### config.mk
export PLATFORM = sky130hd
export DESIGN_NAME = cbx_param_flat
export DESIGN_NICKNAME = d
export VERILOG_FILES = /design/src/rtl/cbx_pkg.sv /design/src/rtl/cbx_param_if.sv /design/src/rtl/cbx_tap_mux.sv /design/src/rtl/cbx_param.sv /design/src/flat_wrapper.sv
export SDC_FILE = /design/constraint.sdc
export NUM_CORES = 1
export LEC_CHECK = 0
export BUFFER_PORTS_ARGS = -buffer_cell sky130_fd_sc_hd__clkbuf_2
export CAP_MARGIN = 5
export CORE_MARGIN = 1.5
export CORE_UTILIZATION = 45
export DETAILED_ROUTE_END_ITERATION = 16
export PLACE_DENSITY_LB_ADDON = 0.25
export SLEW_MARGIN = 0
export SYNTH_ARGS = -nofsm -noshare
export SYNTH_HDL_FRONTEND = slang
export SYNTH_SLANG_ARGS = --single-unit
export TNS_END_PERCENT = 10
### constraint.sdc
create_clock -name prog_clk -period 2.3 [get_ports prog_clk]
set_input_delay 0.345 -clock prog_clk [delete_from_list [all_inputs] [get_ports prog_clk]]
set_output_delay 0.345 -clock prog_clk [all_outputs]
set_load 0.05 [all_outputs]
### src/rtl/cbx_pkg.sv
// Shared definitions for the cbx_param connection block: channel geometry,
// derived mux/select/chain sizes and the tap index helper.
// Optional build macro: CBX_CFG_PARITY_EN adds an even-parity bit to the chain.
package cbx_pkg;

   localparam int CHAN_W = 4;   // tracks per direction, divisible by TAPS
   localparam int N_IPIN = 7;   // grid input pins driven
   localparam int TAPS   = 2;   // tracks tapped per pin per side

   function automatic int clog2(input int v);
      int r;
      r = 0;
      while ((1 << r) < v) r = r + 1;
      return r;
   endfunction

   localparam int M     = 2 * TAPS;
   localparam int SEL_W = clog2(M);
   localparam int CFG_W = N_IPIN * SEL_W;
`ifdef CBX_CFG_PARITY_EN
   localparam int L     = CFG_W + 1;
`else
   localparam int L     = CFG_W;
`endif
   localparam int CNT_W = clog2(L + 1);

   // Track tapped by pin i on tap k; taps are spread evenly across the channel.
   function automatic int tap_idx(input int i, input int k);
      return (i + k * (CHAN_W / TAPS)) % CHAN_W;
   endfunction

endpackage

### src/rtl/cbx_param_if.sv
// Configuration chain and channel/pin bundle of the cbx_param block.
// master = the side driving chain and channel inputs, slave = the block.
interface cbx_param_if;
   import cbx_pkg::*;

   logic              ccff_en;
   logic              ccff_head;
   logic              ccff_tail;
   logic              cfg_commit;
   logic              cfg_done;
   logic              cfg_valid;
   logic              cfg_err;
   logic [CHAN_W-1:0] chanx_left_in;
   logic [CHAN_W-1:0] chanx_right_in;
   logic [CHAN_W-1:0] chanx_left_out;
   logic [CHAN_W-1:0] chanx_right_out;
   logic [N_IPIN-1:0] ipin_out;

   modport master (
      output ccff_en, ccff_head, cfg_commit, chanx_left_in, chanx_right_in,
      input  ccff_tail, cfg_done, cfg_valid, cfg_err,
             chanx_left_out, chanx_right_out, ipin_out
   );

   modport slave (
      input  ccff_en, ccff_head, cfg_commit, chanx_left_in, chanx_right_in,
      output ccff_tail, cfg_done, cfg_valid, cfg_err,
             chanx_left_out, chanx_right_out, ipin_out
   );

endinterface

### src/rtl/cbx_tap_mux.sv
// M-input tap mux for one grid pin; select codes at or above M give 0.
module cbx_tap_mux #(
   parameter int M     = 4,
   parameter int SEL_W = 2
) (
   input  logic [M-1:0]     din,
   input  logic [SEL_W-1:0] sel,
   output logic             dout
);

   localparam int N_SEL = 1 << SEL_W;

   logic [N_SEL-1:0] ext;

   // Zero-extend the inputs to the full select range so unused codes read 0.
   always_comb begin
      ext        = '0;
      ext[M-1:0] = din;
   end

   assign dout = ext[sel];

endmodule

### src/rtl/cbx_param.sv
// cbx_param: X-channel connection block. Tracks pass straight through; each
// grid pin picks one tapped track via a mux whose select is loaded over a
// serial chain into a shadow register and committed atomically to the
// active register, so pins never glitch while the chain is programmed.
// Optional build macro: CBX_CFG_PARITY_EN (even-parity check on commit).
module cbx_param
   import cbx_pkg::*;
(
   input  logic        prog_clk,
   input  logic        prog_reset_n,
   cbx_param_if.slave  bus
);

   localparam logic [CNT_W-1:0] CNT_MAX = CNT_W'(L);

   logic [L-1:0]      sr;
   logic [CFG_W-1:0]  active;
   logic [CNT_W-1:0]  cnt;
   logic              cfg_valid;
   logic              cfg_done;
   logic [N_IPIN-1:0] pin;

   assign cfg_done = (cnt == CNT_MAX);

   // Shadow chain: shifts whenever enabled, never reset, keeps passing bits
   // downstream after the counter saturates.
   always_ff @(posedge prog_clk) begin
      if (bus.ccff_en) sr <= {sr[L-2:0], bus.ccff_head};
   end

`ifdef CBX_CFG_PARITY_EN
   logic cfg_err;

   // Shift counter and commit; a commit with odd chain parity is rejected.
   always_ff @(posedge prog_clk or negedge prog_reset_n) begin
      if (!prog_reset_n) begin
         cnt       <= '0;
         active    <= '0;
         cfg_valid <= 1'b0;
         cfg_err   <= 1'b0;
      end else if (bus.ccff_en) begin
         if (!cfg_done) cnt <= cnt + 1'b1;
      end else if (bus.cfg_commit && cfg_done) begin
         cnt <= '0;
         if (^sr) begin
            cfg_err <= 1'b1;
         end else begin
            active    <= sr[CFG_W-1:0];
            cfg_valid <= 1'b1;
            cfg_err   <= 1'b0;
         end
      end
   end
`else
   logic cfg_err;
   assign cfg_err = 1'b0;

   // Shift counter and commit; a shift in the same cycle wins over a commit.
   always_ff @(posedge prog_clk or negedge prog_reset_n) begin
      if (!prog_reset_n) begin
         cnt       <= '0;
         active    <= '0;
         cfg_valid <= 1'b0;
      end else if (bus.ccff_en) begin
         if (!cfg_done) cnt <= cnt + 1'b1;
      end else if (bus.cfg_commit && cfg_done) begin
         cnt       <= '0;
         active    <= sr[CFG_W-1:0];
         cfg_valid <= 1'b1;
      end
   end
`endif

   for (genvar i = 0; i < N_IPIN; i++) begin : g_pin
      logic [M-1:0] tin;
      logic         mo;

      for (genvar k = 0; k < TAPS; k++) begin : g_tap
         assign tin[2*k]   = bus.chanx_left_in[tap_idx(i, k)];
         assign tin[2*k+1] = bus.chanx_right_in[tap_idx(i, k)];
      end

      cbx_tap_mux #(.M(M), .SEL_W(SEL_W)) u_mux (
         .din  (tin),
         .sel  (active[i*SEL_W +: SEL_W]),
         .dout (mo)
      );

      // Pins stay low until a configuration has been committed.
      assign pin[i] = cfg_valid & mo;
   end

   assign bus.ccff_tail       = sr[L-1];
   assign bus.cfg_done        = cfg_done;
   assign bus.cfg_valid       = cfg_valid;
   assign bus.cfg_err         = cfg_err;
   assign bus.chanx_left_out  = bus.chanx_right_in;
   assign bus.chanx_right_out = bus.chanx_left_in;
   assign bus.ipin_out        = pin;

endmodule
### src/flat_wrapper.sv
// flat-port wrapper written by rule: the top's interface ports become plain ports
module cbx_param_flat import cbx_pkg::*;
  (prog_clk, prog_reset_n, bus_ccff_en, bus_ccff_head, bus_cfg_commit, bus_chanx_left_in, bus_chanx_right_in, bus_ccff_tail, bus_cfg_done, bus_cfg_valid, bus_cfg_err, bus_chanx_left_out, bus_chanx_right_out, bus_ipin_out);
  cbx_param_if bus_i ();
  input  logic prog_clk;
  input  logic prog_reset_n;
  input wire logic [$bits(bus_i.ccff_en)-1:0] bus_ccff_en;
  input wire logic [$bits(bus_i.ccff_head)-1:0] bus_ccff_head;
  input wire logic [$bits(bus_i.cfg_commit)-1:0] bus_cfg_commit;
  input wire logic [$bits(bus_i.chanx_left_in)-1:0] bus_chanx_left_in;
  input wire logic [$bits(bus_i.chanx_right_in)-1:0] bus_chanx_right_in;
  output wire logic [$bits(bus_i.ccff_tail)-1:0] bus_ccff_tail;
  output wire logic [$bits(bus_i.cfg_done)-1:0] bus_cfg_done;
  output wire logic [$bits(bus_i.cfg_valid)-1:0] bus_cfg_valid;
  output wire logic [$bits(bus_i.cfg_err)-1:0] bus_cfg_err;
  output wire logic [$bits(bus_i.chanx_left_out)-1:0] bus_chanx_left_out;
  output wire logic [$bits(bus_i.chanx_right_out)-1:0] bus_chanx_right_out;
  output wire logic [$bits(bus_i.ipin_out)-1:0] bus_ipin_out;
  assign bus_i.ccff_en = bus_ccff_en;
  assign bus_i.ccff_head = bus_ccff_head;
  assign bus_i.cfg_commit = bus_cfg_commit;
  assign bus_i.chanx_left_in = bus_chanx_left_in;
  assign bus_i.chanx_right_in = bus_chanx_right_in;
  assign bus_ccff_tail = bus_i.ccff_tail;
  assign bus_cfg_done = bus_i.cfg_done;
  assign bus_cfg_valid = bus_i.cfg_valid;
  assign bus_cfg_err = bus_i.cfg_err;
  assign bus_chanx_left_out = bus_i.chanx_left_out;
  assign bus_chanx_right_out = bus_i.chanx_right_out;
  assign bus_ipin_out = bus_i.ipin_out;
  cbx_param u_core (.prog_clk(prog_clk), .prog_reset_n(prog_reset_n), .bus(bus_i));
endmodule
==> summary.md <==
| Metric | Value |
|---|---|
| Number of synthesis warnings | 0 |
| Initial cell density of the core | 0.469 |
| Initial antenna violation count | 0 |
| Maximum vdd drop | 0.505 mV |
| CP required | 1960 ps |
| Post-route DRC | 0 |
| Endpoints failing hold | 0 |
| Most used cell, CP | inv_1 |
| Final WS setup | 339 ps |
| Fin area | 1730 um2 |
| Nets | 139 |
| Post-detail-place hpwl | 1.73 mm |
| Clock sink total | 33 |
| Switching pwr | 0.734 mW |
| Arrival time worst endpoint | 1620 ps |
| Worst-path cell chain | inv_1 -> ha_1 -> nand3_4 -> inv_1 -> clkbuf_2 |
| Crit-path max cell delay | 440 ps |
| CTS Buf Count | 5 |
| Initial DRC Count | 19 |
| Placed Cells | 162 |
| Hold_ws | 192 ps |
| Placer Congestion | 0.711 |
| RSZ-0062 raised after global routing | false |
| Slew Limit Fails | 0 |
| Clk Latency, worst-skew pair | 320 ps |
| Share of cells above drive strength 1 | 0.496 |
| Seq cells post-synth | 33 |
| Tot Pwr | 1.90 mW |
| Maxcap violations | 0 |
| Clk network pwr share | 0.152 |
| Diodes inserted | 0 |
| Final Non-Filler Cells | 171 |
| Mapped Area | 1550 um2 |
| Filler instances | 304 |
| Met2 WL post-DR | 1.14 mm |
| Met1 wire length | 1.14 mm |
| Hold Crit Class | in -> reg |
| First drt pass iteration count | 4 |
| Placeable Area | 3310 um2 |
| Die Height | 61.7 um |
| Crit-path slowest cell | dfrtp_1 |
| Grt total ovfl | 0 |
| Mapped Cells | 96 |
| Critical Path Start Type | register |
| Crit Path Class | reg -> out |
| Syn Area/Cell | 16.2 um2 |
| Final setup viols | 0 |
| Seq pwr share | 0.461 |
| CP Capture Type | output port |
| First-pass GRT wire length | 3.83 mm |
| DR vias | 839 |
| Distinct cells, synth | 24 |
| Row cnt | 21 |
| Post-Route WL | 2.42 mm |
| Max clock buf depth | 2 |
| Seq/Total Area, Yosys | 0.577 |
| Leakage | 0.787 nW |
| PortBufs | 30 |
| Post-place setup slack | 574 ps |
| Gate power share | 0.387 |
| Die width | 61.7 um |
| Period Utilization, post-route | 0.852 |
| DR top layer | met4 |
| Setup TNS | 0 ps |
| IO Pins | 32 |
| Via density | 4.91 |
| Root buf cell | clkbuf_4 |
| WL per Instance | 14.1 um |
| Gr usage total | 0.146 |
| Run status | finished clean |
| Metal3 WL | 105 um |
| Clk pin slew, worst setup/hold paths | 100 ps |
| Power per cell area | 1100 nW/um2 |
| Vias in the first global route | 829 |
| Internal | 1.17 mW |
| Critical-path maximum fanout | 6 |
| Placed cell areas | 1670 um2 |
| Largest net degree at the start of global routing | 23 |
| CTS tree | yes |
| Fin util | 0.523 |
| Peak Freq | 0.510 GHz |
| H-tree level count | 2 |
| Die area | 3810 um2 |
| Clock period minus worst slack | 1960 ps |
| Final ANT Viol Nets | 0 |
| Sw Ratio | 0.386 |
| Post-Route Skew | 12.2 ps |
| Synthesized net count | 111 |
| P&R area growth vs syn | 11.5% |
-- worst paths after layout --
path / start / end / slack, ps / cells after the start
min reg2reg: u_core.sr[3] / u_core.sr[4] / 470 / 0
max: u_core.cnt[0] / bus_cfg_done / 340 / 5
min: bus_ccff_head / u_core.sr[0] / 190 / 1
max reg2reg: u_core.cnt[0] / u_core.active[13] / 560 / 5
max in group asynchronous: prog_reset_n / u_core.active[8] / 1460 / 2
min in group asynchronous: prog_reset_n / u_core.active[5] / 500 / 2
-- cells by family (layout without fill, tap and decap cells) --
family                     count (synthesis)  count (layout)  synth area share
adders and majority gates                  2               2            0.0161
and+or+nand+nor                           18              18            0.0886
AOI/OAI and AO/OA                          7               7            0.0298
buffers and inverters                     14              43            0.0685
other                                      1               1           0.00242
muxes                                     21              21             0.218
DFF                                       33              33             0.577
-- worst max-delay path: cells and delay by family (launching register included) --
kind | cells | cell delay (ps)
simple gates | 1 | 150
flops | 1 | 440
fa+ha+maj | 1 | 240
buf+inv | 3 | 470
-- flip-flops by register name (all words and copies together), names as in the netlist --
signal,count
u_core.active,14
u_core.bus.cfg_valid,1
u_core.sr,14
u_core.cnt,4
-- per-layer routing --
| layer | GRT usage | vias up |
|---|---|---|
| met4 | 0.0547 | 0 |
| met5 | 0 | - |
| met1 | 0.184 | 418 |
| li1 | - | 399 |
| met2 | 0.218 | 18 |
| met3 | 0.0745 | 4 |
-- power by group through the flow --
stage          logic [mW]  registers (mW)  clock network (mW)
2_1_floorplan       0.587           0.890                   0
3_3_place_gp        0.731           0.888                   0
3_5_place_dp        0.744           0.888                   0
4_1_cts             0.744           0.879               0.301
5_1_grt             0.790           0.901               0.326
6_report            0.736           0.876               0.289
-- layout make-up --
class	count	area, um2	area share
Clock buffer	7	45.0	0.0260
Clock inverter	1	3.75	0.00217
Inverter	3	11.3	0.00650
Multi-Input combinational cell	49	551	0.318
Sequential cell	33	896	0.517
Tap cell	46	57.6	0.0332
Timing Repair Buffer	32	168	0.0968
-- cells in the final DEF (no fill, tap or decap), types with 2 or more instances in the layout --
master and count:
mux2_2 8, edfxtp_1 14, dfrtp_1 19, clkbuf_1 2, nand3_1 2, and2_1 7, nor3_1 3, ha_1 2
a21oi_1 3, mux4_2 7, clkbuf_4 5, mux2_4 6, inv_1 3, clkbuf_2 30
-- synth_stat cells --
| master | n | share of area |
|---|---|---|
| dfrtp_1 | 19 | 0.31 |
| edfxtp_1 | 14 | 0.27 |
| buf_4 | 10 | 0.048 |
| mux2_2 | 8 | 0.058 |
| and2_1 | 7 | 0.028 |
| mux4_2 | 7 | 0.10 |
| mux2_4 | 6 | 0.058 |
| a21oi_1 | 3 | 0.0097 |
| inv_1 | 3 | 0.0073 |
| nor3_1 | 3 | 0.0097 |
| ha_1 | 2 | 0.016 |
| nand3_1 | 2 | 0.0064 |
| a211o_1 | 1 | 0.0056 |
| a21o_1 | 1 | 0.0048 |
| a311oi_1 | 1 | 0.0056 |
| a31oi_1 | 1 | 0.0040 |
| and3_2 | 1 | 0.0048 |
| buf_12 | 1 | 0.013 |
| conb_1 | 1 | 0.0024 |
| nand2b_4 | 1 | 0.0089 |
| nand3_4 | 1 | 0.011 |
| nor2_1 | 1 | 0.0024 |
| nor2_8 | 1 | 0.013 |
| or2_2 | 1 | 0.0040 |
-- repair_timing --
item / CTS / global route
setup endpoints to repair: 0 / 0
buffers inserted: 0 / 0
endpoints found under the hold margin: 19 / 0
resized for setup: 0 / 0
hold buffers: 1 / 0
Note: power is estimated with default switching activity, not from simulation.
